[src/rtl/pc_gen.sv]
// pc_gen: fetch program-counter generator.
// Holds the fetch PC, steps it by INCR on every accepted fetch, takes trap and
// branch/jump redirects (trap first), and carries a DEPTH-stage shadow
// pipeline of {pc, valid} so later stages know the PC of the instruction they
// hold. Any redirect flushes the shadow pipeline.
module pc_gen #(
    parameter int unsigned     XLEN         = 32,
    parameter logic [XLEN-1:0] RESET_VECTOR = '0,
    parameter int unsigned     INCR         = 4,
    parameter int unsigned     ALIGN_BITS   = 2,
    parameter int unsigned     DEPTH        = 3
) (
    input  logic                  clk,
    input  logic                  rst,
    input  logic                  stall,
    input  logic                  fetch_ready,
    input  logic                  redirect_valid,
    input  logic [XLEN-1:0]       redirect_target,
    input  logic                  trap_valid,
    input  logic [XLEN-1:0]       trap_vector,
    output logic [XLEN-1:0]       pc_o,
    output logic                  fetch_valid_o,
    output logic                  misaligned_o,
    output logic [DEPTH*XLEN-1:0] pipe_pc_o,
    output logic [DEPTH-1:0]      pipe_valid_o
);

    // Low bits that a loaded target must have cleared.
    localparam logic [XLEN-1:0] ALIGN_MASK = ~({XLEN{1'b1}} << ALIGN_BITS);
    localparam logic [XLEN-1:0] INCR_W     = XLEN'(INCR);

    logic [XLEN-1:0]             pc_q, pc_d;
    logic                        fetch_valid_q, fetch_valid_d;
    logic                        misaligned_q, misaligned_d;
    logic [DEPTH-1:0][XLEN-1:0]  pipe_pc_q, pipe_pc_d;
    logic [DEPTH-1:0]            pipe_valid_q, pipe_valid_d;

    logic                        acc;
    logic                        flush;
    logic [XLEN-1:0]             target;

    // Fetch handshake and redirect source selection (trap beats branch).
    always_comb begin
        acc    = fetch_valid_q & fetch_ready & ~stall;
        flush  = trap_valid | redirect_valid;
        target = trap_valid ? trap_vector : redirect_target;
    end

    // Next fetch PC: redirects override stall; increment wraps modulo 2^XLEN.
    always_comb begin
        pc_d          = pc_q;
        fetch_valid_d = 1'b1;
        misaligned_d  = 1'b0;
        if (flush) begin
            pc_d         = target & ~ALIGN_MASK;
            misaligned_d = (target & ALIGN_MASK) != '0;
        end else if (acc) begin
            pc_d = pc_q + INCR_W;
        end
    end

    // Shadow pipeline: flush drops valids, stall freezes, otherwise shift in
    // the pre-increment PC tagged with whether it was accepted.
    always_comb begin
        pipe_pc_d    = pipe_pc_q;
        pipe_valid_d = pipe_valid_q;
        if (flush) begin
            pipe_valid_d = '0;
        end else if (!stall) begin
            pipe_pc_d[0]    = pc_q;
            pipe_valid_d[0] = acc;
            for (int i = 1; i < DEPTH; i++) begin
                pipe_pc_d[i]    = pipe_pc_q[i-1];
                pipe_valid_d[i] = pipe_valid_q[i-1];
            end
        end
    end

    // State registers; synchronous reset clears everything including PCs so
    // nothing downstream ever sees X after the first reset.
    always_ff @(posedge clk) begin
        if (rst) begin
            pc_q          <= RESET_VECTOR;
            fetch_valid_q <= 1'b0;
            misaligned_q  <= 1'b0;
            pipe_pc_q     <= '0;
            pipe_valid_q  <= '0;
        end else begin
            pc_q          <= pc_d;
            fetch_valid_q <= fetch_valid_d;
            misaligned_q  <= misaligned_d;
            pipe_pc_q     <= pipe_pc_d;
            pipe_valid_q  <= pipe_valid_d;
        end
    end

    assign pc_o          = pc_q;
    assign fetch_valid_o = fetch_valid_q;
    assign misaligned_o  = misaligned_q;
    assign pipe_pc_o     = pipe_pc_q;
    assign pipe_valid_o  = pipe_valid_q;

endmodule

[config.mk]
export PLATFORM = sky130hd
export DESIGN_NAME = pc_gen
export DESIGN_NICKNAME = d
export VERILOG_FILES = /design/src/rtl/pc_gen.sv
export SDC_FILE = /design/constraint.sdc
export NUM_CORES = 1
export LEC_CHECK = 0
export CAP_MARGIN = 10
export CORE_ASPECT_RATIO = 0.75
export CORE_UTILIZATION = 42
export CTS_CLUSTER_SIZE = 10
export DETAILED_ROUTE_END_ITERATION = 7
export GPL_ROUTABILITY_DRIVEN = 0
export PLACE_DENSITY = 0.85
export SLEW_MARGIN = 40
export SYNTH_ARGS = -nofsm -noshare
export SYNTH_HDL_FRONTEND = slang
export SYNTH_SLANG_ARGS = --single-unit
[constraint.sdc]
create_clock -name clk -period 3.5 [get_ports clk]
set_input_delay 0.7 -clock clk [delete_from_list [all_inputs] [get_ports clk]]
set_output_delay 0.7 -clock clk [all_outputs]
set_load 0.02 [all_outputs]
== Yosys cells after proc, flatten, opt, wreduce, memory -nomap -nowiden ==
Cells that the tools add are included.
Operators by class
  add/subtract/negate cells: 1
  multiplexer cells: 4
  bitwise logic cells: 5
  reductions and logical operators: 5
Operators with widths (number)
  32-bit 2-to-1 mux: 3
  32-bit by 3-bit adder with 32-bit output, second input constant: 1
  32-bit nonzero test: 1
  2-bit OR reduction: 2
  1-bit bitwise AND: 2
  1-bit NOT: 2
  2-bit AND reduction: 1
  2-bit nonzero test: 1
  1-bit 2-to-1 mux: 1
  1-bit bitwise OR: 1
Word-level totals
  register bits: 133
  bits of input ports: 70
  output and inout port bits: 133
  word-level logic and storage cells: 23

== Longest topological paths before layout ==
Gate-level depths: netlist of the first run.
  word-level depth: 4
  depth in mapped cells: 7
  depth with buffers taken out: 6

== Worst setup path after synthesis of the first run ==
Ideal clock, no wire load.
  kind: input to register
  start: in stall
  end: reg pc_q[18] (netlist: pc_o[18])
  library setup time: 0.133 ns
  arrival time: 2.052 ns
  data required time: 3.367 ns
  setup slack: 1.315 ns
  stages: 6
  path buffers: 1
  cell sequence: clkbuf_1 > and3b_1 > nand2_1 > or4_2 > o211ai_1 > a211oi_1
On the way
  cells in the longest elaborated chain, start to end: 3
RTL lines
  start, declared: line 15  | input logic stall,
  1-bit NOT (no line)
  1-bit bitwise AND: line 44  | acc = fetch_valid_q & fetch_ready & ~stall;
  2-bit nonzero test (no line)
  end signal, assigned: line 89  | pc_q <= pc_d;
  end, declared: line 32  | logic [XLEN-1:0] pc_q, pc_d;
No other way between the ends.
A chain may end at the register's enable or synchronous reset.

== Final worst setup path of the first run ==
  start: in redirect_valid
  end: reg pc_q[22] (netlist: pc_o[22])
On the way
  cells in the longest elaborated chain, start to end: 2
  elaborated cells between the ends (all ways): 3
  those cells by class: mux (1); bitwise (1); reduce/logical (1)
RTL lines
  start, declared: line 17  | input logic redirect_valid,
  1-bit bitwise OR (*): line 45  | flush = trap_valid | redirect_valid;
  32-bit 2-to-1 mux or 2-bit nonzero test (tied branches)
Every way passes the cells marked *; elsewhere a longest branch is shown, timed or not.

==> results of run 1 <==
-- critical path: cells and delay by family --
kind                   cells  cell delay (ns)
and+or+nand+nor            1             0.79
AOI/OAI and AO/OA          3             0.70
buffers and inverters      1             0.68
-- state kept, by name, summed over array words and instances, names as in the netlist --
register       flops
misaligned_o       1
fetch_valid_o      1
pc_o              30
pipe_valid_o       3
pipe_pc_o         90
-- kinds of logic (layout without fill, tap and decap cells) --
family,count (synthesis),count (layout),synth area share (%)
simple gates,301,301,24.1
compound gates,190,190,21.0
flops,125,125,45.4
buf+inv,69,248,6.39
mux,9,9,1.66
xor+xnor,8,8,1.27
fa+ha+maj,1,1,0.227
other cells,1,8,0.0680
-- worst paths after layout --
path	from	end	slack [ns]	cells after the start
worst min-delay path	pipe_pc_o[67]$_SDFFE_PP0P_	pipe_pc_o[67]$_SDFFE_PP0P_	0.45	2
worst max-delay path	redirect_valid	pc_o[22]$_SDFFE_PP0P_	0.89	5
worst min register to register	pipe_pc_o[67]$_SDFFE_PP0P_	pipe_pc_o[67]$_SDFFE_PP0P_	0.45	2
worst max register to register	pc_o[2]$_SDFFE_PP0P_	pc_o[18]$_SDFFE_PP0P_	1.13	6
-- synth_stat cells (all sizes together) (3+ instances only) --
cell type,count
a2111oi,3
a211oi,9
a21oi,108
a222oi,4
a22oi,16
and3,4
and4,6
buf,17
clkbuf,40
dfxtp,125
inv,11
mux2i,8
nand2,207
nand3,14
nand4,11
nor2,26
nor2b,4
nor3,12
nor4,6
o21a,3
o21ai,16
o22ai,6
o31ai,6
or4,3
xnor2,8
-- through the flow --
step | hold WS [ns] | power (mW) | setup WS [ns]
2_1_floorplan | 0.535 | 1.73 | 1.31
3_3_place_gp | 0.440 | 1.92 | 0.561
3_5_place_dp | 0.448 | 1.92 | 0.508
4_1_cts | 0.455 | 3.78 | 0.948
5_1_grt | 0.474 | 3.88 | 0.746
6_report | 0.451 | 3.77 | 0.894
-- where the power goes --
group / leakage (nW) / switching [mW] / internal, mW / total, mW
Sequential: 1.01 / 0.0553 / 1.45 / 1.51
Clock: 0.303 / 0.660 / 1.21 / 1.87
Combinational: 1.41 / 0.206 / 0.185 / 0.391
Total: 2.73 / 0.921 / 2.85 / 3.77
-- cell type report --
cell class / count / area [sq um]
Timing Repair Buffer: 205 / 2050
Sequential cell: 125 / 2500
Fill cell: 1066 / 4390
Clock buffer: 18 / 439
Tap cell: 166 / 208
Inverter: 12 / 45.0
Clock inverter: 13 / 189
Multi-Input combinational cell: 517 / 2700
-- layer usage --
layer | wire [um] | up-vias
met2 | 7840 | 294
met5 | 0 | -
li1 | - | 2795
met4 | 189 | 0
met1 | 7360 | 2710
met3 | 2090 | 17
==> results.toml, run 1 <==
[timing]
skew_ns = 0.00747
rsz0062_at_grt = "false"
finalSetupViolations = 0
worst_pin_slew_ns = 0.771
fin_crit_ns = 2.61
hold_viol_final = 0
fin_setup_tns_ns = 0
fmax_ghz = 0.384
min_period_over_period_pct = 74.5
slew_headroom_pct = 47.9
drv_slew = 0

[synth]
synthArstFlopShare_pct = 0
synthDistinctLibCells = 61
synth_top_cells_by_area = "dfxtp_1, nand2_1, a21oi_1"
synth_top_area_share_pct = 45.4
yosysWarnings = 0
syn_inst = 704
ys_ff_latch = 125
synth_top_area_cell = "dfxtp_1"
syn-cell-area_sq_mm = 0.00552
ys.flop_type = "dfxtp_1"
seq_area_frac_synth_pct = 45.4
synth_edf_count = 0
postSynthAreaPerCell_sq_um = 7.84

[clock_network]
ctsLongestPathBuffers = 2
clk_pin_slew_ns = 0.06
h-tree-depth = 4
cts_tree = "yes"
cts_resized = 0
cts_hold_buffers = 0
cts_root_buffer = "clkbuf_16"
cts_buffers = 17
cts.sinks = 125
clock_latency_ns = 0.40
cts_setup_buffers = 0

[floorplan]
die_area_sq_mm = 0.0136
die_w_um = 134
core_area_sq_mm = 0.0125
ios = 203
dieHeight_um = 101
rows = 35
start_util_pct = 44.1

[critical_path]
critPathMaxStageDelay_ns = 0.79
crit_path_start_kind = "input pin"
cp_slowest_cell = "nor4bb_1"
crit_required_ns = 3.76
endpoint_kind = "flop"
worstPathArrival_ns = 2.87
worst-setup-path-type = "in -> reg"
critPathMaxFanout = 14
path_cells = "clkdlybuf4s50_1 > nor4bb_1 > o31ai_1 > o41ai_1 > a211oi_1"

[layout]
synthToLayoutAreaGrowth_pct = 47.4
antenna_cells = 0
utilization_pct = 64.9
final_cell_area_sq_mm = 0.00813
most-common-layout-cells = "nand2_1, clkdlybuf4s50_1, dfxtp_1"
fin_nets = 949
drive_above_1_share_pct = 6.29
final_common_cell = "nand2_1"
final-instance-count-excl-fill = 1056

[route]
dr.first_iter.drc_count = 425
drc = 0
routed_wl_um = 17500
routed-via-count = 5816
drt-pass1-iter-count = 6
vias_per_cell = 5.51
post_drt_wl_per_cell_um = 16.5
ant_nets = 0

[global_routing]
grt_usage_pct = 25.7
grt_pass1_wl_um = 27200
grt.met2_usage_pct = 41.4
grt_busiest_layer = "met2"
overflow = 0
antenna_found_initial = 0
grt_pass1_vias = 5317
grt_util_met1_pct = 32.0
grt_max_degree = 118
met3_usage_pct = 9.91

[placement]
dpl.hpwl_um = 12200
placed_cells = 1025
postPlaceCellArea_sq_mm = 0.00750
portBuffers = 194

[power]
vdd_drop_max_mv = 0.300
leakage_nw = 2.73
power_per_cell_area_mw_per_mm2 = 464

[status]
status = "completed"

[flow_run]
maxCapViolCount = 0

[hold_path]
min_path_type = "reg -> reg"
(Power assumes the default switching activity.)
==> inputs of run 2 (changes only) <==
- CORE_UTILIZATION: 42 -> 40
- clock period: 3.5 -> 2.3 ns (I/O delays scaled with it)
==> results.toml, run 2 (synthesis results as in run 1) <==
[critical_path]
worst-path-buf-inv = 2
cpLargestDelayFamily = "simple AND/OR/NAND/NOR gates"
cp_slowest_cell = "nor4_1"
crit_path_start_kind = "flop"
r2r_cells = 8
worstSetupPathDepth = 8
cpMostUsedCell = "buf_4"
path_cells = "ha_1 > and4_1 > nand2_1 > buf_4 > nor4_1 > buf_4 > xnor2_1 > o22ai_1"
crit_required_ns = 2.58
critPathMaxStageDelay_ns = 0.42
endpoint_kind = "flop"
critPathMaxFanout = 5
worstPathArrival_ns = 2.46
worst-setup-path-type = "reg -> reg"

[layout]
final_common_cell = "nand2_1"
most-common-layout-cells = "nand2_1, clkdlybuf4s50_1, dfxtp_1"
antenna_cells = 0
drive_above_1_share_pct = 10.1
synthToLayoutAreaGrowth_pct = 52.3
largest_register_ffs = 90
fin_nets = 987
final-instance-count-excl-fill = 1100

[timing]
min_period_over_period_pct = 95.2
fin_setup_tns_ns = 0
skew_ns = 0.0110
finalSetupViolations = 0
fmax_ghz = 0.457
hold_viol_final = 0
rsz0062_at_grt = "false"
fin_crit_ns = 2.19
drv_slew = 0
hold_ws_ns = 0.454
setup_slack_ns = 0.111

[clock_network]
cts_hold_buffers = 0
clk_pin_slew_ns = 0.06
clock_latency_ns = 0.42
cts.sinks = 125
ctsLongestPathBuffers = 2
cts_setup_buffers = 0
cts_buffers = 17
cts_resized = 0
h-tree-depth = 4
cts_tree = "yes"
cts_root_buffer = "clkbuf_16"

[hold_path]
min_path_cells = 2
min_path_type = "reg -> reg"

[route]
dr.first_iter.drc_count = 396
drc = 0
drt-pass1-iter-count = 5
routed-via-count = 5931
routed_wl_um = 18100
post_drt_wl_per_cell_um = 16.4
vias_per_cell = 5.39
ant_nets = 0

[floorplan]
ios = 203
die_w_um = 138
dieHeight_um = 104
core_area_sq_mm = 0.0132
die_area_sq_mm = 0.0143
start_util_pct = 41.7
rows = 36

[placement]
post-place-ws_ns = -0.0636
placed_cells = 1068
dpl.hpwl_um = 13000
portBuffers = 194

[power]
leakage_nw = 2.90
vdd_drop_max_mv = 0.531
power_per_cell_area_mw_per_mm2 = 668

[global_routing]
grt_pass1_vias = 5526
grt_max_degree = 91
antenna_found_initial = 0
grt_pass1_wl_um = 28400
grt_usage_pct = 25.7
overflow = 0

[status]
status = "completed"

[flow_run]
maxCapViolCount = 0
-- run 2: per-stage QoR --
step           cell area, sq um  utilization, %  power (mW)
2_1_floorplan              5540               -        2.64
3_3_place_gp               7820            59.0        2.97
3_5_place_dp               7820            59.0        2.98
4_1_cts                    8400            63.5        5.64
5_1_grt                    8400            63.5        5.82
6_report                   8400            63.5        5.61
-- run 2: worst paths after layout --
check	start	to	slack (ns)
min reg2reg	pipe_pc_o[75]$_SDFFE_PP0P_	pipe_pc_o[75]$_SDFFE_PP0P_	0.45
max reg2reg	pc_o[3]$_SDFFE_PP0P_	pc_o[24]$_SDFFE_PP0P_	0.11
min	pipe_pc_o[75]$_SDFFE_PP0P_	pipe_pc_o[75]$_SDFFE_PP0P_	0.45
max	pc_o[3]$_SDFFE_PP0P_	pc_o[24]$_SDFFE_PP0P_	0.11
-- run 2: layout make-up --
class / count / area (sq um)
timing repair buffer: 243 / 2360
tap: 171 / 214
clock inverter: 14 / 158
inverter: 12 / 45.0
fill: 1144 / 4840
sequential: 125 / 2500
clock buffer: 18 / 429
multi-input combinational: 517 / 2700
-- run 2: worst reg2reg max path, stage by stage, from the launching register on --
cell and delay (ns):
dfxtp_1 0.39, ha_1 0.28, and4_1 0.32, nand2_1 0.09
buf_4 0.15, nor4_1 0.42, buf_4 0.19, xnor2_1 0.11
o22ai_1 0.10
-- run 2: layer usage --
layer  up-vias  track usage [%]  share of wire, %
met5         -                0                 0
met4         0             6.51               1.0
met3        22             10.3                12
met2       271             38.8                45
met1      2774             33.9                43
li1       2864                -                 -
-- run 2: power by group --
| group | internal [mW] | switching, mW |
|---|---|---|
| sequential | 2.21 | 0.0582 |
| clock | 1.62 | 1.05 |
| combinational | 0.325 | 0.349 |
| total | 4.15 | 1.46 |
==> inputs of run 3 (changes only) <==
- CORE_UTILIZATION: 40 -> 35
- GPL_TIMING_DRIVEN: default -> 0
- PLACE_DENSITY: 0.85 -> 0.77
==> results.toml, run 3 (synthesis results as in run 1) <==
[layout]
drive_above_1_share_pct = 7.93
largest_register_ffs = 90
fill_cells = 1466
synthToLayoutAreaGrowth_pct = 52.0
final_common_cell = "nand2_1"
most-common-layout-cells = "nand2_1, clkdlybuf4s50_1, dfxtp_1"
antenna_cells = 0
utilization_pct = 54.7
fin_nets = 991

[critical_path]
endpoint_kind = "flop"
worstPathArrival_ns = 2.55
critPathMaxFanout = 10
path_cells = "clkdlybuf4s50_1 > clkbuf_1 > nor2_2 > buf_2 > o21ai_0 > a211oi_1"
r2r_cells = 5
crit_required_ns = 2.62
timing.rr.end = "pc_o[31]$_SDFFE_PP0P_"
worst-setup-path-type = "in -> reg"
r2r_slack_ns = 0.12
r2r-start = "pc_o[8]$_SDFFE_PP0P_"
critPathMaxStageDelay_ns = 0.50
cp_slowest_cell = "clkdlybuf4s50_1"
crit_path_start_kind = "input pin"

[hold_path]
min_path_cells = 2
worstHoldStart = "rst"
min_path_type = "in -> reg"
hold_end = "pc_o[29]$_SDFFE_PP0P_"

[timing]
worst_pin_slew_ns = 0.669
fin_setup_tns_ns = 0
min_period_over_period_pct = 97.2
drv_slew = 0
fmax_ghz = 0.448
skew_ns = 0.00721
fin_crit_ns = 2.23
finalSetupViolations = 0
rsz0062_at_grt = "false"
hold_viol_final = 0
slew_headroom_pct = 55.4

[placement]
dpl.hpwl_um = 14800
portBuffers = 192

[clock_network]
cts_setup_buffers = 0
cts_hold_buffers = 0
clock_latency_ns = 0.40
cts.sinks = 125
ctsLongestPathBuffers = 2
cts_root_buffer = "clkbuf_16"
cts_tree = "yes"
cts_resized = 4
clk_pin_slew_ns = 0.06
cts_buffers = 17
h-tree-depth = 4

[power]
vdd_drop_max_mv = 0.514
clkPwrFrac_pct = 49.2
power_frac_seq_pct = 39.7
leakage_nw = 2.82
p_int_mw = 4.26
p_switching_mw = 1.52
switching_share_pct = 26.3
power_per_cell_area_mw_per_mm2 = 690
pwr-share-comb_pct = 11.1

[global_routing]
antenna_found_initial = 0
grt_pass1_vias = 5532
grt_pass1_wl_um = 30600
grt_usage_pct = 24.1
grt_max_degree = 20
overflow = 0

[floorplan]
die_area_sq_mm = 0.0163
die_w_um = 147
rows = 39
start_util_pct = 36.0
ios = 203
dieHeight_um = 111
core_area_sq_mm = 0.0153

[route]
dr.first_iter.drc_count = 499
routed_wl_um = 19800
post_drt_wl_per_cell_um = 17.4
vias_per_cell = 5.31
routed-via-count = 6043
ant_nets = 0
drc = 0
drt-pass1-iter-count = 8

[status]
status = "completed"

[flow_run]
maxCapViolCount = 0
==> run 3: cell type report <==
class	instances	area (sq um)	share of cell area, %
Sequential cell	125	2510	29.9
Timing Repair Buffer	192	1920	22.9
Buffer	55	305	3.64
Tap cell	205	256	3.06
Clock inverter	15	199	2.37
Clock buffer	17	425	5.07
Inverter	12	45.0	0.537
Multi-Input combinational cell	517	2730	32.5
==> run 3: layer usage <==
metal / vias to the layer above / track usage, % / routed length (um)
met5: - / 0 / 0
met2: 309 / 36.4 / 8650
met4: 0 / 4.74 / 107
li1: 2883 / - / -
met1: 2836 / 33.6 / 8860
met3: 15 / 7.61 / 2160
==> run 3: critical path, delay by kind of cell <==
family / cells / cell delay [ns]
compound gates: 2 / 0.46
buf+inv: 3 / 1.14
simple gates: 1 / 0.49
==> run 3: per-stage QoR <==
step	hold slack (ns)	setup WS [ns]	area, sq um	cells	power [mW]
after CTS	0.285	0.0484	8350	1138	5.81
after global routing	0.287	0.0347	8390	1138	5.99
final	0.301	0.0654	8390	1138	5.79
after floorplan	0.535	0.134	5540	711	2.64
after global placement	0.442	-0.573	7720	1108	2.96
after detailed placement	0.450	-0.648	7720	1108	2.97
==> run 3: worst max path at each step <==
| stage | startpoint | endpoint | slack [ns] |
|---|---|---|---|
| 2_1_floorplan | pc_o[2]$_SDFFE_PP0P_ | pc_o[18]$_SDFFE_PP0P_ | 0.13 |
| 4_1_cts | redirect_valid | pc_o[5]$_SDFFE_PP0P_ | 0.05 |
| 3_5_place_dp | trap_valid | pc_o[20]$_SDFFE_PP0P_ | -0.65 |
| 6_report | redirect_valid | pc_o[5]$_SDFFE_PP0P_ | 0.07 |
| 5_1_grt | pc_o[3]$_SDFFE_PP0P_ | pc_o[18]$_SDFFE_PP0P_ | 0.03 |
| 3_3_place_gp | trap_valid | pc_o[21]$_SDFFE_PP0P_ | -0.57 |
==> run 3: power by group through the flow <==
stage / Combinational [mW] / Sequential [mW] / Clock (mW)
final: 0.643 / 2.29 / 2.85
after detailed placement: 0.630 / 2.34 / 0
after global placement: 0.622 / 2.34 / 0
after global routing: 0.689 / 2.30 / 3.00
after floorplan: 0.273 / 2.37 / 0
after CTS: 0.632 / 2.29 / 2.89
